===== src/rtl/instruction_issue_unit_pkg.sv =====
// Shared definitions for the instruction issue unit: opcodes, fetch FSM
// encoding and immediate extraction used by both the fetch and issue sides.
package instruction_issue_unit_pkg;

  localparam logic [6:0] OP_LUI    = 7'b0110111;
  localparam logic [6:0] OP_AUIPC  = 7'b0010111;
  localparam logic [6:0] OP_JAL    = 7'b1101111;
  localparam logic [6:0] OP_JALR   = 7'b1100111;
  localparam logic [6:0] OP_BRANCH = 7'b1100011;
  localparam logic [6:0] OP_LOAD   = 7'b0000011;
  localparam logic [6:0] OP_STORE  = 7'b0100011;
  localparam logic [6:0] OP_IMM    = 7'b0010011;
  localparam logic [6:0] OP_REG    = 7'b0110011;

  typedef enum logic [1:0] {
    FS_IDLE    = 2'd0,
    FS_WAIT    = 2'd1,
    FS_DISCARD = 2'd2
  } fetch_state_e;

  function automatic logic [31:0] jal_imm(input logic [31:0] ins);
    return {{11{ins[31]}}, ins[31], ins[19:12], ins[20], ins[30:21], 1'b0};
  endfunction

  function automatic logic [31:0] decode_imm(input logic [31:0] ins);
    logic [31:0] imm;
    case (ins[6:0])
      OP_IMM, OP_LOAD, OP_JALR: imm = {{20{ins[31]}}, ins[31:20]};
      OP_STORE:                 imm = {{20{ins[31]}}, ins[31:25], ins[11:7]};
      OP_BRANCH:                imm = {{19{ins[31]}}, ins[31], ins[7], ins[30:25], ins[11:8], 1'b0};
      OP_LUI, OP_AUIPC:         imm = {ins[31:12], 12'b0};
      OP_JAL:                   imm = jal_imm(ins);
      OP_REG:                   imm = '0;
      default:                  imm = '0;
    endcase
    return imm;
  endfunction

endpackage


===== src/rtl/instruction_issue_unit_decoder.sv =====
// Purely combinational field split of a 32-bit instruction word.
module instruction_decoder
  import instruction_issue_unit_pkg::*;
(
  input  logic [31:0] ins,
  output logic [6:0]  opcode,
  output logic [2:0]  funct3,
  output logic [6:0]  funct7,
  output logic [31:0] imm,
  output logic [5:0]  shamt,
  output logic [4:0]  rs1,
  output logic [4:0]  rs2,
  output logic [4:0]  rd
);

  assign opcode = ins[6:0];
  assign funct3 = ins[14:12];
  assign funct7 = ins[31:25];
  assign imm    = decode_imm(ins);
  assign shamt  = ins[25:20];
  assign rs1    = ins[19:15];
  assign rs2    = ins[24:20];
  assign rd     = ins[11:7];

endmodule


===== src/rtl/instruction_issue_unit.sv =====
// Fetch front end: fetch FSM with JAL prediction, instruction queue and a
// registered one-cycle issue pulse towards the central schedule unit.
module instruction_issue_unit
  import instruction_issue_unit_pkg::*;
#(
  parameter logic [31:0] RESET_PC         = 32'h0000_0000,
  parameter int          QUEUE_DEPTH_LOG2 = 3
) (
  input  logic        clk_in,
  input  logic        rst_in,
  input  logic        rdy_in,
  output logic        fetch_req,
  output logic [31:0] fetch_addr,
  input  logic        fetch_done,
  input  logic [31:0] fetch_data,
  input  logic        csu_full,
  input  logic        flush_pipline,
  input  logic [31:0] flush_target_pc,
  output logic        ins_just_issued,
  output logic [31:0] issue_PC,
  output logic [31:0] ins_issued,
  output logic [6:0]  issue_opcode,
  output logic [2:0]  issue_funct3,
  output logic [6:0]  issue_funct7,
  output logic [31:0] issue_imm_val,
  output logic [5:0]  issue_shamt_val,
  output logic [4:0]  issue_rs1,
  output logic [4:0]  issue_rs2,
  output logic [4:0]  issue_rd
);

  localparam int AW    = QUEUE_DEPTH_LOG2;
  localparam int DEPTH = 2 ** QUEUE_DEPTH_LOG2;
  localparam logic [AW:0] DEPTH_C = (AW + 1)'(DEPTH);

  fetch_state_e  state_q, state_d;
  logic [31:0]   pc_q, pc_d, fetch_addr_q, fetch_addr_d;
  logic [AW-1:0] head_q, head_d, tail_q, tail_d;
  logic [AW:0]   count_q, count_d;
  logic [31:0]   q_pc_q [DEPTH];
  logic [31:0]   q_pc_d [DEPTH];
  logic [31:0]   q_ins_q [DEPTH];
  logic [31:0]   q_ins_d [DEPTH];
  logic          hold_vld_q, hold_vld_d;
  logic [31:0]   hold_data_q, hold_data_d;
  logic          issue_vld_q, issue_vld_d;
  logic [31:0]   issue_pc_q, issue_pc_d, issue_ins_q, issue_ins_d;
  logic          done_eff, push, pop, launch;
  logic [31:0]   done_data;

  always_comb begin
    // A fetch_done seen while stalled is replayed from the holding register.
    done_eff  = rdy_in && (fetch_done || hold_vld_q);
    done_data = hold_vld_q ? hold_data_q : fetch_data;
    push      = done_eff && (state_q == FS_WAIT) && !flush_pipline;
    pop       = rdy_in && (count_q != '0) && !csu_full && !flush_pipline;
    launch    = rdy_in && (state_q == FS_IDLE) && !flush_pipline && (count_q < DEPTH_C);

    state_d      = state_q;
    pc_d         = pc_q;
    fetch_addr_d = fetch_addr_q;
    head_d       = head_q;
    tail_d       = tail_q;
    count_d      = count_q;
    q_pc_d       = q_pc_q;
    q_ins_d      = q_ins_q;
    hold_vld_d   = hold_vld_q;
    hold_data_d  = hold_data_q;
    issue_vld_d  = 1'b0;
    issue_pc_d   = issue_pc_q;
    issue_ins_d  = issue_ins_q;

    if (!rdy_in) begin
      if (fetch_done) begin
        hold_vld_d  = 1'b1;
        hold_data_d = fetch_data;
      end
    end else begin
      hold_vld_d = 1'b0;
      if (flush_pipline) begin
        pc_d    = flush_target_pc;
        head_d  = '0;
        tail_d  = '0;
        count_d = '0;
        state_d = ((state_q != FS_IDLE) && !done_eff) ? FS_DISCARD : FS_IDLE;
      end else begin
        case (state_q)
          FS_IDLE: if (launch) begin
            state_d      = FS_WAIT;
            fetch_addr_d = pc_q;
          end
          FS_WAIT: if (done_eff) begin
            state_d = FS_IDLE;
            pc_d    = pc_q + ((done_data[6:0] == OP_JAL) ? jal_imm(done_data) : 32'd4);
          end
          FS_DISCARD: if (done_eff) state_d = FS_IDLE;
          default: state_d = FS_IDLE;
        endcase
        if (push) begin
          q_pc_d[tail_q]  = pc_q;
          q_ins_d[tail_q] = done_data;
          tail_d          = tail_q + 1'b1;
        end
        if (pop) begin
          issue_vld_d = 1'b1;
          issue_pc_d  = q_pc_q[head_q];
          issue_ins_d = q_ins_q[head_q];
          head_d      = head_q + 1'b1;
        end
        count_d = count_q + (AW + 1)'(push) - (AW + 1)'(pop);
      end
    end
  end

  always_ff @(posedge clk_in) begin
    if (rst_in) begin
      state_q      <= FS_IDLE;
      pc_q         <= RESET_PC;
      fetch_addr_q <= '0;
      head_q       <= '0;
      tail_q       <= '0;
      count_q      <= '0;
      hold_vld_q   <= 1'b0;
      issue_vld_q  <= 1'b0;
      issue_pc_q   <= '0;
      issue_ins_q  <= '0;
    end else begin
      state_q      <= state_d;
      pc_q         <= pc_d;
      fetch_addr_q <= fetch_addr_d;
      head_q       <= head_d;
      tail_q       <= tail_d;
      count_q      <= count_d;
      hold_vld_q   <= hold_vld_d;
      issue_vld_q  <= issue_vld_d;
      issue_pc_q   <= issue_pc_d;
      issue_ins_q  <= issue_ins_d;
    end
    q_pc_q      <= q_pc_d;
    q_ins_q     <= q_ins_d;
    hold_data_q <= hold_data_d;
  end

  assign fetch_req       = (state_q != FS_IDLE) && !hold_vld_q;
  assign fetch_addr      = fetch_addr_q;
  assign ins_just_issued = issue_vld_q;
  assign issue_PC        = issue_pc_q;
  assign ins_issued      = issue_ins_q;

  // Decoding the registered word keeps every issue_* field aligned with the pulse.
  instruction_decoder u_decoder (
    .ins    (issue_ins_q),
    .opcode (issue_opcode),
    .funct3 (issue_funct3),
    .funct7 (issue_funct7),
    .imm    (issue_imm_val),
    .shamt  (issue_shamt_val),
    .rs1    (issue_rs1),
    .rs2    (issue_rs2),
    .rd     (issue_rd)
  );

endmodule

===== config.mk =====
export PLATFORM = sky130hd
export DESIGN_NAME = instruction_issue_unit
export DESIGN_NICKNAME = d
export VERILOG_FILES = /design/src/rtl/instruction_issue_unit_pkg.sv /design/src/rtl/instruction_issue_unit_decoder.sv /design/src/rtl/instruction_issue_unit.sv
export SDC_FILE = /design/constraint.sdc
export NUM_CORES = 1
export LEC_CHECK = 0
export ABC_CLOCK_PERIOD_IN_PS = 9700
export BUFFER_PORTS_ARGS = -buffer_cell sky130_fd_sc_hd__buf_2
export CAP_MARGIN = 20
export CORE_MARGIN = 8
export CORE_UTILIZATION = 55
export DETAILED_ROUTE_END_ITERATION = 12
export PLACE_DENSITY = 0.71
export SETUP_SLACK_MARGIN = 0.1
export SLEW_MARGIN = 10
export SYNTH_ARGS = -nofsm -noshare
export SYNTH_HDL_FRONTEND = slang
export SYNTH_HIERARCHICAL = 1
export SYNTH_SLANG_ARGS = --single-unit

===== constraint.sdc =====
create_clock -name clk_in -period 9.7 [get_ports clk_in]
set_input_delay 0.485 -clock clk_in [delete_from_list [all_inputs] [get_ports clk_in]]
set_output_delay 0.485 -clock clk_in [all_outputs]
set_load 0.005 [all_outputs]

==> results.json <==
{
  "status": "complete, no violations",
  "hold_viol": 0,
  "area_growth_pct": 13.1,
  "ys_types": 82,
  "die_x_microns": 244,
  "p_int_w": 0.00476,
  "yosys_register_bits": 686,
  "worst_ep_required_time_ns": 10.20,
  "worst-setup-path-type": "register to register",
  "slew_headroom_pct": 27.2,
  "synthTopCellsByCount": "edfxtp_1, dfxtp_1, mux4_2, nor2_1, nand2_1",
  "vdd_drop_max_uv": 156,
  "insertion_delay_ns": 0.60,
  "worstReg2RegEnd": "pc_q[28]$_SDFFE_PP0P_",
  "grt_max_degree": 97,
  "ant_nets": 0,
  "hp-class": "input port to register",
  "wirelength_mm": 67.2,
  "tightest_slew_ns": 1.09,
  "ys.flop_type": "edfxtp_1",
  "coreArea_sq_mm": 0.0513,
  "clkSinkCount": 686,
  "period_minus_slack_ns": 5.13,
  "synth-edff-count": 544,
  "first_iter_violations": 1155,
  "cts-root-buf": "clkbuf_16",
  "cts-buffers-inserted": 68,
  "routedWlPerCell_microns": 24.6,
  "worst-r2r-cell-count": 13,
  "seqPwrFrac_pct": 54.2,
  "vias_per_cell": 6.03,
  "ys_warn_count": 6,
  "mappedNetlistArea_sq_mm": 0.0285,
  "fin_skew_ns": 0.0103,
  "dp_hpwl_mm": 41.5,
  "grt-ovfl-total": 0,
  "cts_resized": 0,
  "die_h_microns": 244,
  "drc": 0,
  "n_antenna_cell": 0,
  "fin_nets": 2108,
  "hp-start": "fetch_data[31]",
  "post_cts.repair.setup_buffers": 0,
  "h-tree-depth": 3,
  "pwr-share-comb_pct": 3.5,
  "cts_tree": "yes",
  "fmax_mhz": 195,
  "fin_crit_sh_pct": 52.9,
  "rows": 83,
  "crit_path_start_kind": "register",
  "grt_pass1_wl_mm": 102,
  "r2r_start": "hold_vld_q$_SDFFE_PP0P_",
  "initial_core_util_pct": 55.5,
  "yosysMostFrequentCell": "edfxtp_1",
  "drive_gt1_share_pct": 27.7,
  "track_usage_pct": 22.4,
  "first_pass_iters": 5,
  "clk_pin_slew_worst_paths_ns": 0.06,
  "pwr-share-clk_pct": 42.3,
  "port_buffers": 237,
  "ys_top_cells_by_area": "edfxtp_1, mux4_2, dfxtp_1",
  "synth_largest_area_cell": "edfxtp_1",
  "slew_viol_final": 0,
  "place_congestion": 0.891,
  "setup_violations": 0,
  "cts-hold-fix-buffers": 0,
  "powerDensity_mw_per_mm2": 187,
  "switching_share_pct": 20.9,
  "p_sw_w": 0.00126,
  "worst-r2r-setup-slack_ns": 4.57,
  "p_leak_nw": 10.9,
  "synthDominantCellAreaShare_pct": 57.3,
  "endpoint_kind": "register",
  "synthCells": 1813,
  "die_area_sq_mm": 0.0593,
  "async_flop_share_pct": 0,
  "antenna_found_initial": 2,
  "synth_nets": 1924,
  "crit_start": "hold_vld_q$_SDFFE_PP0P_",
  "finalSetupTns_ns": 0,
  "finalPower_w": 0.00603,
  "cap_violations": 0,
  "grt_pass1_vias": 16957,
  "synth_area_per_cell_sq_um": 15.7,
  "ioPinCount": 238,
  "endpoint": "pc_q[28]$_SDFFE_PP0P_",
  "seq_area_frac_synth_pct": 67.3,
  "rsz0062_at_grt": "false",
  "vias": 16465,
  "cts_max_path_buffers": 3,
  "crit_arrival_ns": 5.63,
  "cp_max_fo": 38
}
==> per-layer routing <==
layer / up-vias / global-route usage, % / routed length (microns)
li1: 7418 / - / -
met1: 8353 / 29.1 / 27600
met2: 599 / 37.6 / 33000
met3: 93 / 4.39 / 4860
met4: 2 / 7.97 / 1820
met5: - / 0 / 13
==> flip-flops by register name, summed over array words and instances (netlist names) <==
| register | flops |
|---|---|
| q_pc_q | 256 |
| state_q | 2 |
| pc_q | 32 |
| hold_data_q | 32 |
| ins_just_issued | 1 |
| hold_vld_q | 1 |
| ins_issued | 32 |
| q_ins_q | 256 |
| tail_q | 3 |
| issue_PC | 32 |
| fetch_addr | 32 |
| head_q | 3 |
| count_q | 4 |
==> area by class of cell <==
class | instances | area (sq um)
fill | 3787 | 19100
multi-input combinational | 963 | 8570
clock inverter | 22 | 168
clock buffer | 103 | 2010
sequential | 686 | 19200
timing repair buffer | 264 | 1390
tap | 680 | 851
inverter | 14 | 52.6
==> kinds of logic (layout without fill, tap and decap cells) <==
group                    after synthesis  after routing  share of synthesized area, %
AO/OA/AOI/OAI                        303            303                          7.29
XOR/XNOR                              26             26                         0.799
adder cells (fa/ha/maj)               41             41                          1.85
buffers and inverters                164            403                          2.86
flip-flops                           686            686                          67.3
multiplexers                         232            232                          13.9
AND/OR/NAND/NOR                      361            361                          5.97
==> worst max-delay path, stage by stage (launching register included) <==
cell and delay [ns]:
dfxtp_2 0.95, mux2_2 0.48, and4b_1 0.29, nand3_1 0.65, nor2b_1 0.33, buf_4 0.24
ha_1 0.41, nand4_1 0.32, nor2_1 0.25, and3_1 0.26, o311ai_0 0.26, nand4b_1 0.21
xnor2_1 0.09, a211oi_1 0.28
==> worst min-delay path by stage <==
stage	end	slack, ns	depth (start not counted)
2_1_floorplan	fetch_addr[0]$_SDFFE_PP0P_	0.45	2
3_3_place_gp	fetch_addr[19]$_SDFFE_PP0P_	0.44	2
3_5_place_dp	fetch_addr[11]$_SDFFE_PP0P_	0.44	2
4_1_cts	hold_data_q[31]$_DFFE_PP_	0.04	1
5_1_grt	hold_data_q[5]$_DFFE_PP_	0.06	1
6_report	hold_data_q[31]$_DFFE_PP_	0.07	1
==> per-stage QoR <==
step	hold WS, ns	util [%]	worst slack (ns)	std cells	cell area (sq um)
2_1_floorplan	0.453	-	1.85	1813	28500
3_3_place_gp	0.442	58.6	4.69	2607	30100
3_5_place_dp	0.443	58.6	4.63	2607	30100
4_1_cts	0.0390	62.8	4.62	2732	32200
5_1_grt	0.0631	62.8	4.31	2732	32200
6_report	0.0740	62.8	4.57	2732	32200
==> power by group through the flow <==
stage	sequential, W	clock (W)	combinational (W)
4_1_cts	0.00327	0.00259	0.000212
3_5_place_dp	0.00333	0	0.000210
6_report	0.00327	0.00255	0.000211
2_1_floorplan	0.00331	0	0.000132
3_3_place_gp	0.00333	0	0.000207
5_1_grt	0.00327	0.00271	0.000230
==> cells in the final DEF, fill, tap and decap left out, types with 22 or more instances in the layout <==
master	netlist	routed
a211oi_1	84	84
a21oi_1	76	76
buf_2	32	236
buf_4	40	28
clkbuf_1	68	22
clkbuf_16	0	72
dfxtp_1	142	138
edfxtp_1	544	544
ha_1	39	39
mux2_2	32	32
mux2i_1	72	72
mux4_2	128	128
nand2_1	113	113
nand3_1	27	26
nor2_1	117	113
nor2b_1	28	27
o21ai_0	47	47
(Power assumes the default switching activity.)
